File: config.mk
export PLATFORM = sky130hd
export DESIGN_NAME = mem_arbiter
export DESIGN_NICKNAME = d
export VERILOG_FILES = /design/src/rtl/mem_arbiter_pkg.sv /design/src/rtl/mem_arbiter_rr2.sv /design/src/rtl/mem_arbiter.sv
export SDC_FILE = /design/constraint.sdc
export NUM_CORES = 1
export LEC_CHECK = 0
export ABC_AREA = 0
export CAP_MARGIN = 20
export CELL_PAD_IN_SITES_DETAIL_PLACEMENT = 1
export CELL_PAD_IN_SITES_GLOBAL_PLACEMENT = 2
export CORE_MARGIN = 10
export CORE_UTILIZATION = 24
export DETAILED_ROUTE_END_ITERATION = 10
export GPL_TIMING_DRIVEN = 0
export PLACE_DENSITY_LB_ADDON = 0.25
export SYNTH_ARGS = -nofsm -noshare
export SYNTH_HDL_FRONTEND = slang
export SYNTH_SLANG_ARGS = --single-unit
File: constraint.sdc
create_clock -name clk -period 4.8 [get_ports clk]
set_input_delay 0.48 -clock clk [delete_from_list [all_inputs] [get_ports clk]]
set_output_delay 0.48 -clock clk [all_outputs]
set_load 0.02 [all_outputs]
File: src/rtl/mem_arbiter_pkg.sv
// mem_arbiter_pkg
//   Shared definitions for the main-memory arbiter: FSM state encoding,
//   transaction owner encoding and the block-offset mask helper.
//   No ports.
package mem_arbiter_pkg;

   typedef enum logic [1:0] {
      StIdle  = 2'd0,
      StFill  = 2'd1,
      StWrite = 2'd2
   } state_e;

   typedef enum logic {
      OwnI = 1'b0,
      OwnD = 1'b1
   } owner_e;

   localparam int unsigned BytesPerWord = 2;

   // Byte-offset mask of one cache block; base = addr & ~offsetMask(blockWords).
   function automatic int unsigned offsetMask(input int unsigned blockWords);
      return BytesPerWord * blockWords - 1;
   endfunction

endpackage

File: src/rtl/mem_arbiter_rr2.sv
// mem_arbiter_rr2
//   Two-requester round-robin picker. A lone requester always wins; on a
//   tie the side that did not own the previous transaction wins.
// Ports
//   req        in   2  request vector, bit 0 = I side, bit 1 = D side
//   lastOwner  in   1  owner of the most recently completed transaction
//   gnt        out  2  one-hot (or zero) grant, same bit order as req
module mem_arbiter_rr2
   import mem_arbiter_pkg::*;
(
   input  logic [1:0] req,
   input  owner_e     lastOwner,
   output logic [1:0] gnt
);

   always_comb begin
      gnt = 2'b00;
      case (req)
         2'b01:   gnt = 2'b01;
         2'b10:   gnt = 2'b10;
         2'b11:   gnt = (lastOwner == OwnI) ? 2'b10 : 2'b01;
         default: gnt = 2'b00;
      endcase
   end

endmodule

File: src/rtl/mem_arbiter.sv
// mem_arbiter
//   Shares the single pipelined main memory between the I-cache and the
//   D-cache. One transaction at a time: a block fill (BLOCK_WORDS reads,
//   data forwarded to the owner as it returns) or a single-word D write.
// Ports
//   clk, rst                      clock, synchronous active-low reset
//   i_req, i_addr                 I-side fill request (level) and miss address
//   i_grant, i_done               1-cycle pulses: I transaction start / end
//   i_rvalid, i_widx, i_rdata     I-side fill word and its index in the block
//   d_req, d_wr, d_addr, d_wdata  D-side request: d_wr=1 write, 0 fill
//   d_grant, d_done, d_rvalid,
//   d_widx, d_rdata               as I side
//   mem_en, mem_wr, mem_addr,
//   mem_wdata                     memory command (word-aligned byte address)
//   mem_rvalid, mem_rdata         memory read return, fixed latency, in order
module mem_arbiter
   import mem_arbiter_pkg::*;
#(
   parameter int unsigned ADDR_W      = 16,
   parameter int unsigned DATA_W      = 16,
   parameter int unsigned BLOCK_WORDS = 8
) (
   input  logic                           clk,
   input  logic                           rst,
   input  logic                           i_req,
   input  logic [ADDR_W-1:0]              i_addr,
   output logic                           i_grant,
   output logic                           i_rvalid,
   output logic [$clog2(BLOCK_WORDS)-1:0] i_widx,
   output logic [DATA_W-1:0]              i_rdata,
   output logic                           i_done,
   input  logic                           d_req,
   input  logic                           d_wr,
   input  logic [ADDR_W-1:0]              d_addr,
   input  logic [DATA_W-1:0]              d_wdata,
   output logic                           d_grant,
   output logic                           d_rvalid,
   output logic [$clog2(BLOCK_WORDS)-1:0] d_widx,
   output logic [DATA_W-1:0]              d_rdata,
   output logic                           d_done,
   output logic                           mem_en,
   output logic                           mem_wr,
   output logic [ADDR_W-1:0]              mem_addr,
   output logic [DATA_W-1:0]              mem_wdata,
   input  logic                           mem_rvalid,
   input  logic [DATA_W-1:0]              mem_rdata
);

   localparam int unsigned IdxW = $clog2(BLOCK_WORDS);
   localparam int unsigned CntW = IdxW + 1;

   localparam logic [ADDR_W-1:0] OffMask  = ADDR_W'(offsetMask(BLOCK_WORDS));
   localparam logic [CntW-1:0]   BlockCnt = CntW'(BLOCK_WORDS);
   localparam logic [CntW-1:0]   LastCnt  = CntW'(BLOCK_WORDS - 1);

   state_e             stateQ, stateD;
   owner_e             ownerQ, ownerD;
   owner_e             lastOwnerQ, lastOwnerD;
   logic [ADDR_W-1:0]  baseQ, baseD;
   logic [ADDR_W-1:0]  wrAddrQ, wrAddrD;
   logic [DATA_W-1:0]  wrDataQ, wrDataD;
   logic [CntW-1:0]    issueQ, issueD;
   logic [CntW-1:0]    retQ, retD;

   logic [1:0]         gnt;
   logic               issuing;
   logic               fwd;
   logic               lastRet;

   mem_arbiter_rr2 uRr (
      .req       ({d_req, i_req}),
      .lastOwner (lastOwnerQ),
      .gnt       (gnt)
   );

   // Returns are only accepted while a fill is in flight and not yet complete;
   // anything else on mem_rvalid is a stray and is dropped.
   assign issuing = (stateQ == StFill) && (issueQ < BlockCnt);
   assign fwd     = (stateQ == StFill) && mem_rvalid && (retQ < BlockCnt);
   assign lastRet = fwd && (retQ == LastCnt);

   // State register
   always_ff @(posedge clk) begin
      if (!rst) begin
         stateQ     <= StIdle;
         ownerQ     <= OwnI;
         lastOwnerQ <= OwnI;
         baseQ      <= '0;
         wrAddrQ    <= '0;
         wrDataQ    <= '0;
         issueQ     <= '0;
         retQ       <= '0;
      end else begin
         stateQ     <= stateD;
         ownerQ     <= ownerD;
         lastOwnerQ <= lastOwnerD;
         baseQ      <= baseD;
         wrAddrQ    <= wrAddrD;
         wrDataQ    <= wrDataD;
         issueQ     <= issueD;
         retQ       <= retD;
      end
   end

   // Next-state and latch updates
   always_comb begin
      stateD     = stateQ;
      ownerD     = ownerQ;
      lastOwnerD = lastOwnerQ;
      baseD      = baseQ;
      wrAddrD    = wrAddrQ;
      wrDataD    = wrDataQ;
      issueD     = issueQ;
      retD       = retQ;
      case (stateQ)
         StIdle: begin
            if (gnt != 2'b00) begin
               issueD = '0;
               retD   = '0;
               if (gnt[1]) begin
                  ownerD  = OwnD;
                  baseD   = d_addr & ~OffMask;
                  wrAddrD = d_addr & ~ADDR_W'(1);
                  wrDataD = d_wdata;
                  stateD  = d_wr ? StWrite : StFill;
               end else begin
                  ownerD = OwnI;
                  baseD  = i_addr & ~OffMask;
                  stateD = StFill;
               end
            end
         end
         StFill: begin
            if (issuing) issueD = issueQ + 1'b1;
            if (fwd)     retD   = retQ + 1'b1;
            if (lastRet) begin
               stateD     = StIdle;
               lastOwnerD = ownerQ;
            end
         end
         StWrite: begin
            stateD     = StIdle;
            lastOwnerD = OwnD;
         end
         default: stateD = StIdle;
      endcase
   end

   // Outputs
   always_comb begin
      i_grant   = 1'b0;
      i_rvalid  = 1'b0;
      i_widx    = '0;
      i_rdata   = '0;
      i_done    = 1'b0;
      d_grant   = 1'b0;
      d_rvalid  = 1'b0;
      d_widx    = '0;
      d_rdata   = '0;
      d_done    = 1'b0;
      mem_en    = 1'b0;
      mem_wr    = 1'b0;
      mem_addr  = '0;
      mem_wdata = '0;
      case (stateQ)
         StFill: begin
            if (issuing) begin
               mem_en   = 1'b1;
               // Word k of the block sits at byte offset 2*k.
               mem_addr = baseQ + ADDR_W'({issueQ, 1'b0});
            end
            if (ownerQ == OwnI) begin
               i_grant  = (issueQ == '0);
               i_rvalid = fwd;
               i_done   = lastRet;
               if (fwd) begin
                  i_widx  = retQ[IdxW-1:0];
                  i_rdata = mem_rdata;
               end
            end else begin
               d_grant  = (issueQ == '0);
               d_rvalid = fwd;
               d_done   = lastRet;
               if (fwd) begin
                  d_widx  = retQ[IdxW-1:0];
                  d_rdata = mem_rdata;
               end
            end
         end
         StWrite: begin
            mem_en    = 1'b1;
            mem_wr    = 1'b1;
            mem_addr  = wrAddrQ;
            mem_wdata = wrDataQ;
            d_grant   = 1'b1;
            d_done    = 1'b1;
         end
         default: ;
      endcase
   end

endmodule

Yosys cells after proc, flatten, opt, wreduce, memory -nomap -nowiden
Index checks and enable logic that the tools add are counted.
{"block": "word_totals", "out_inout_bits": 78, "wordCells": 82, "input_bits": 70, "regBits": 59}
{"block": "op_classes", "muxes": 44, "n_addsub": 3, "n_reduce_logical": 15, "n_lt_le_gt_ge": 2, "n_eq_ne": 10}
{"cell": "2-to-1 mux 16 bit", "count": 8}
{"cell": "case mux 16 bit (2 select lines)", "count": 1}
{"cell": "adder 16 x 5 -> 16 bit", "count": 1}
{"cell": "case mux 4 bit (2 select lines)", "count": 2}
{"cell": "2-to-1 mux 3 bit", "count": 5}
{"cell": "2-to-1 mux 1 bit", "count": 14}
{"cell": "2-to-1 mux 4 bit", "count": 3}
{"cell": "2-to-1 mux 2 bit", "count": 5}
{"cell": "AND reduction 3 bit", "count": 3}
{"cell": "adder 4 x 1 -> 4 bit, second input constant", "count": 2}
{"cell": "< comparator 4 bit, second input constant", "count": 2}
{"cell": "inequality test 2 bit, second input constant", "count": 4}
{"cell": "case mux 1 bit (2 select lines)", "count": 4}
{"cell": "equality test 2 bit, second input constant", "count": 3}
{"cell": "case mux 2 bit (3 select lines)", "count": 1}
{"cell": "AND reduction 2 bit", "count": 3}
{"cell": "nonzero test 2 bit", "count": 3}
{"cell": "equality test 2 x 1 -> 1 bit, second input constant", "count": 2}
{"cell": "equality test 4 x 3 -> 1 bit, second input constant", "count": 1}
{"cell": "logical AND 1 bit", "count": 4}
{"cell": "zero test 4 bit", "count": 1}
{"cell": "case mux 2 bit (2 select lines)", "count": 1}
{"cell": "zero test 2 bit", "count": 1}

Depth between registers and ports, before layout
Gate-level depths: netlist of the first run.
{"block": "logic_depth", "depth_word": 6, "ltp_mapped": 8, "depth_no_buf": 6}

Cells and area by module
A second synthesis of the first run with hierarchy kept.
{"block": "unflattened", "cells_unflattened": 393, "hier_area_um2": 3076.7}
{"module": "mem_arbiter", "area_per_inst_um2": 3057.9, "instances": 1, "cells_each": 390, "seq_area_each_um2": 1101.1}
{"module": "mem_arbiter_rr2", "area_per_inst_um2": 18.8, "instances": 1, "cells_each": 3, "seq_area_each_um2": 0.0}

Worst setup path after synthesis of the first run
No wires, ideal clock.
{"block": "synth_path", "kind": "register -> output", "start": "reg stateQ[1]", "end": "out i_grant", "stages_incl_launch_ff": 8, "arrival_time_ns": 1.751, "setup_slack_ns": 2.569, "n_path_buf": 2, "t_required_ns": 4.320, "cell_sequence": "dfxtp_1 > inv_1 > ha_1 > buf_2 > inv_1 > nor2_2 > buf_2 > nor4bb_1"}
{"block": "synth_between", "elab_chain_len": 2}
{"element": "start, declared", "line_no": "mem_arbiter.sv:56", "source": "state_e stateQ, stateD;"}
{"element": "start signal, assigned", "line_no": "mem_arbiter.sv:85", "source": "stateQ <= StIdle;"}
{"element": "start signal, assigned", "line_no": "mem_arbiter.sv:94", "source": "stateQ <= stateD;"}
{"element": "equality test 2 x 1 -> 1 bit", "line_no": "mem_arbiter.sv:165", "source": "case (stateQ)"}
{"element": "2-to-1 mux 1 bit", "line_no": "mem_arbiter.sv:165"}
{"element": "end, declared", "line_no": "mem_arbiter.sv:27", "source": "output logic i_grant,"}
No other way between the ends.

Final worst setup path of the first run
{"block": "layout_path", "start": "reg stateQ[1]", "end": "out mem_addr[14]"}
{"block": "layout_between", "elab_chain_len": 4, "word_cells_on_any_way": 5, "cone_classes": "eq/ne: 2; mux: 2; reduce/logical: 1"}
{"element": "equality test 2 x 1 -> 1 bit", "line_no": "mem_arbiter.sv:78, mem_arbiter.sv:165"}
{"element": "logical AND 1 bit", "line_no": "mem_arbiter.sv:78", "source": "assign issuing = (stateQ == StFill) && (issueQ < BlockCnt);"}
{"element": "2-to-1 mux 16 bit", "line_no": "mem_arbiter.sv:167", "source": "if (issuing) begin"}
{"element": "case mux 16 bit (2 select lines) (*)", "line_no": "mem_arbiter.sv:165"}
{"element": "end, declared", "line_no": "mem_arbiter.sv:43", "source": "output logic [ADDR_W-1:0] mem_addr,"}
Every way passes the cells marked *; elsewhere a longest branch is shown, timed or not.

==> results of run 1 <==
power groups by stage:
stage          registers, mW  logic [mW]  clock network (mW)
6_report               0.551       0.466               0.367
3_5_place_dp           0.562       0.475                   0
4_1_cts                0.551       0.477               0.378
2_1_floorplan          0.550       0.285                   0
5_1_grt                0.560       0.520               0.393
3_3_place_gp           0.559       0.465                   0
synthesized netlist by cell type (all sizes together) (8+ instances only):
master,number,share of area [%]
mux2i,12,3.8
ha,9,3.5
a21oi,37,7.1
clkbuf,18,2.2
buf,10,2.6
nor2,23,2.8
o21ai,8,1.3
nand2,77,9.8
dfxtp,55,34
nand3,8,1.3
a22oi,8,1.9
and2,58,11
nor2b,10,2.0
xor2,8,2.2
a211oi,14,3.3
registers in the layout, indices dropped and copies added, names as in the netlist:
register    count
stateQ          2
wrAddrQ        15
baseQ          12
lastOwnerQ      1
ownerQ          1
retQ            4
wrDataQ        16
issueQ          4
worst paths after layout:
check                               endpoint         from
worst min register to register   wrDataQ[15]  wrDataQ[15]
worst min-delay path             wrDataQ[15]  wrDataQ[15]
worst max-delay path            mem_addr[14]    stateQ[1]
worst max register to register     baseQ[11]    stateQ[0]
critical path, cell delays in order (launching register included):
cell	delay, ps
dfxtp_1	330
inv_1	80
ha_1	130
buf_2	180
inv_1	100
nor2_2	260
buf_2	310
nand2_1	200
o21ai_0	260
clkdlybuf4s50_1	660
final cells by class:
type / count / area, sq um / area share [%]
multi-input combinational: 310 / 1920 / 38.6
clock buffer: 5 / 125 / 2.52
sequential: 55 / 1100 / 22.2
buffer: 28 / 153 / 3.07
timing repair buffer: 141 / 1410 / 28.4
clock inverter: 3 / 20.0 / 0.403
inverter: 6 / 22.5 / 0.453
tap: 176 / 220 / 4.43
per-stage QoR:
step	std cells	setup slack, ps	hold WS (ps)
finish	724	1530	454
CTS	724	1490	457
detailed placement	716	1710	446
global route	724	1230	482
floorplan	399	2570	432
global placement	716	1720	438
per-layer routing:
layer / vias to the layer above / share of wire, % / track usage, % / wire (um)
li1: 1633 / - / - / -
met1: 1527 / 45 / 16.2 / 5530
met2: 75 / 50 / 23.0 / 6110
met3: 4 / 5.1 / 3.38 / 623
met4: 0 / 0.33 / 2.09 / 40
met5: - / 0 / 0 / 0
cell families after synthesis:
kind of cell / count (synthesis) / synth area share [%]
simple gates: 196 / 32.2
xor+xnor: 11 / 3.02
compound gates: 81 / 17.4
flops: 55 / 34.5
mux: 12 / 3.76
fa+ha+maj: 9 / 3.53
buf+inv: 34 / 5.49
other cells: 1 / 0.117
==> run metrics, run 1 <==
most frequent cells in the layout=141 x clkdlybuf4s50_1, 67 x nand2_1, 57 x and2_1, 55 x dfxtp_1, 26 x a21oi_1; Max Cap Viol=0; ANT cells=0; fill count=1594; htree depth=2; Post-synth EDFFs=0; final core occ=37.8%; num ports=148; max_slew headroom=52.6%; Clk pwr share=26.5%; DR WL/cell=17.0 um; flops & latches, synth=55; DP HPWL=10000 um; vias in the first global route=3487; Sw Share=34.0%; global route overflow=0; Worst Tran Pin Value=711 ps; Synth Cell Area=0.00319 sq mm; Vias/cell=4.47; Initial Utilization=24.3%; die height=135 um; DIE AREA=0.0183 sq mm; placed instance area=0.00482 sq mm; DRT Pass-1 Iters=4; Worst Clk Skew=3.91 ps; Pwr Total=1.38 mW; Critical Path Sink Type=output pin; worst endpoint required time=4320 ps; Gate power share=33.7%; CP Launch Type=register; sequential share of the synthesized area=34.5%; Detailed Route WL=12300 um; final hold viol count=0; Pins Over Slew Limit=0; nets=626; status=finished clean; CTS tree=built; CTS buffer count=5; final period utilization=68.1%; Ys Warns=0; Post-Syn Nets=478; min cycle time layout=3270 ps; post-route cell area=0.00497 sq mm; Primary FF master, synth=dfxtp_1; RSZ-0062 raised after global routing=no; largest net degree at the start of global routing=18; Residual DRC=0; setup TNS=0 ps; Reg power frac=39.8%; hold depth=2; CTS resizes=0; first-pass GRT wire length=19600 um; clk_lat worst skew=290 ps; Netlist cell types=49; GRT Util Overall=13.2%; Setup Fix Bufs, Post-CTS=0; maximum VDD drop=199 uV; CTS sink count=55; Post-synth ARST share=0%; initial antenna violation count=0; layout cells sized above 1=8.39%; FF-to-FF path depth=5; Mapped Avg Cell Area=8.00 sq um; most common library cell in the layout ignoring fill and taps=clkdlybuf4s50_1; Hold WC Path Type=register to register; I/O Buffers=141; Achievable Freq=306 MHz; Crit path arrival time=2790 ps; initial DRC count=81; Leakage Power=1.81 nW; clk slew on worst S/H paths=70 ps; crit path kind=register to output pin; # hold bufs at CTS=0; R2R setup slack=3010 ps; Final Wtd Congestion=0.775; # setup viols final=0; core box area=0.0131 sq mm; DRT antenna net count=0; P&R area growth vs syn=55.6%; Post-Syn Instances=399; Via Count=3239; Critical Path Fanout Max=10; Psw=0.470 mW; Pwr Density=278 mW/mm^2; die width=135 um; CTS Root Cell=clkbuf_16; P_int=0.914 mW; Clock Tree Buf Depth=2; Core Rows=42
Power figures use the tool's default switching activity.
==> inputs of run 2 (changes only) <==
- CORE_UTILIZATION: 24 -> 20
- clock period: 4.8 -> 2.8 ns (I/O delays scaled with it)
==> run metrics, run 2 (synthesis gave the netlist of run 1 again) <==
Final Wtd Congestion=0.761; min cycle time layout=2600 ps; crit-path cells=inv_1 > ha_1 > buf_2 > nand3b_1 > nor2_1 > clkbuf_2 > and2_1 > clkdlybuf4s50_1; DRT Pass-1 Iters=4; maximum VDD drop=295 uV; Hold WC Path Type=register to register; DRT antenna net count=0; Reg-to-Reg Start=stateQ[0]; most common library cell in the layout ignoring fill and taps=clkdlybuf4s50_1; Achievable Freq=385 MHz; global route overflow=0; CP Launch Type=register; CTS tree=built; post-route insts no fill=763; CP peak stage delay=620 ps; CTS buffer count=5; Via Count=3228; ANT cells=0; vias in the first global route=3390; num ports=148; die width=146 um; fill count=1878; hold endpoint=wrDataQ[10]; nets=625; most frequent cells in the layout=129 x clkdlybuf4s50_1, 67 x nand2_1, 57 x and2_1, 54 x dfxtp_1, 26 x a21oi_1; layout cells sized above 1=10.6%; hold path start=wrDataQ[10]; Core Rows=46; DP HPWL=10300 um; final worst slack=205 ps; GRT Util Overall=11.3%; worst endpoint required time=2520 ps; largest net degree at the start of global routing=18; crit path kind=register to output pin; core box area=0.0158 sq mm; initial DRC count=118; Pwr Density=489 mW/mm^2; I/O Buffers=141; initial antenna violation count=0; final core occ=32.0%; reg-to-reg critical path endpoint=baseQ[5]; # hold bufs at CTS=0; DR WL/cell=16.6 um; R2R setup slack=1060 ps; CTS Root Cell=clkbuf_16; die height=146 um; clk slew on worst S/H paths=80 ps; CP top delay family=buffers and inverters; # setup viols final=0; Critical Path Fanout Max=10; CTS sink count=55; status=finished clean; Worst Path Buf+Inv=4; hold depth=2; Crit path arrival time=2320 ps; Top reg by flops=wrDataQ; DIE AREA=0.0214 sq mm; Initial Utilization=20.2%; Max Cap Viol=0; Largest regs=wrDataQ (16), wrAddrQ (15), baseQ (12); Clock Tree Buf Depth=2; P&R area growth vs syn=58.0%; Place WS=12.3 ps; final hold viol count=0; first-pass GRT wire length=19600 um; Pins Over Slew Limit=0; Vias/cell=4.23; Detailed Route WL=12600 um; Residual DRC=0; Worst Tran Pin Value=759 ps; htree depth=2; Worst Clk Skew=10.2 ps; FF-to-FF path depth=5; max reg flops=16; setup TNS=0 ps; clk_lat worst skew=290 ps; final period utilization=92.7%; RSZ-0062 raised after global routing=no; Critical Path Sink Type=output pin; max_slew headroom=49.4%; Slowest cell on crit path=clkdlybuf4s50_1; Leakage Power=1.97 nW; # placed instances=756
==> run 2: cell type report <==
class / count / area, sq um / share of cell area (%)
multi-input cells: 310 / 1920 / 38.1
repair buffers: 141 / 1400 / 27.7
flip-flops and latches: 55 / 1100 / 21.8
well taps: 216 / 270 / 5.36
plain buffers: 27 / 160 / 3.17
clock buffers: 5 / 125 / 2.48
clock inverters: 3 / 43.8 / 0.868
inverters: 6 / 22.5 / 0.446
==> run 2: worst max-delay path by stage <==
stage                     startpoint            to  cells past startpoint  slack [ps]
final                      stateQ[1]   i_rdata[10]                      8         200
after global routing       stateQ[1]  mem_addr[14]                      9         0.7
after CTS                  stateQ[0]   mem_addr[4]                      5         0.3
after detailed placement   stateQ[1]  mem_addr[13]                      9          10
after global placement     stateQ[1]  mem_addr[12]                      9         -30
after floorplan            stateQ[1]       i_grant                      7         770
==> run 2: per-stage QoR <==
stage	hold slack, ps	cell area, sq um	power (mW)
2_1_floorplan	398	3190	1.43
3_3_place_gp	438	4870	1.76
3_5_place_dp	446	4870	1.78
4_1_cts	458	5040	2.51
5_1_grt	476	5050	2.63
6_report	452	5050	2.47
==> run 2: timing repair <==
action,in CTS,in global routing
gates cloned,0,0
gates resized for setup,10,33
pin swaps,0,0
setup endpoints to repair,14,62
setup buffers,0,0
==> run 2: report_power, final <==
part           switching [mW]  internal (mW)
clock                   0.297          0.423
sequential             0.0683          0.875
combinational           0.444          0.361
total                   0.809           1.66
==> run 2: per-layer routing <==
metal / GRT usage (%) / up-vias / wire length [um]
li1: - / 1637 / -
met1: 13.5 / 1516 / 5670
met2: 20.2 / 71 / 6330
met3: 2.97 / 4 / 600
met4: 1.20 / 0 / 46
met5: 0 / - / 0
==> run 2: worst reg2reg max path: stages (launching register included) <==
cell and delay [ps]:
dfxtp_1 330, inv_1 80, ha_1 290, o21a_1 290
clkbuf_1 460, a211oi_1 150
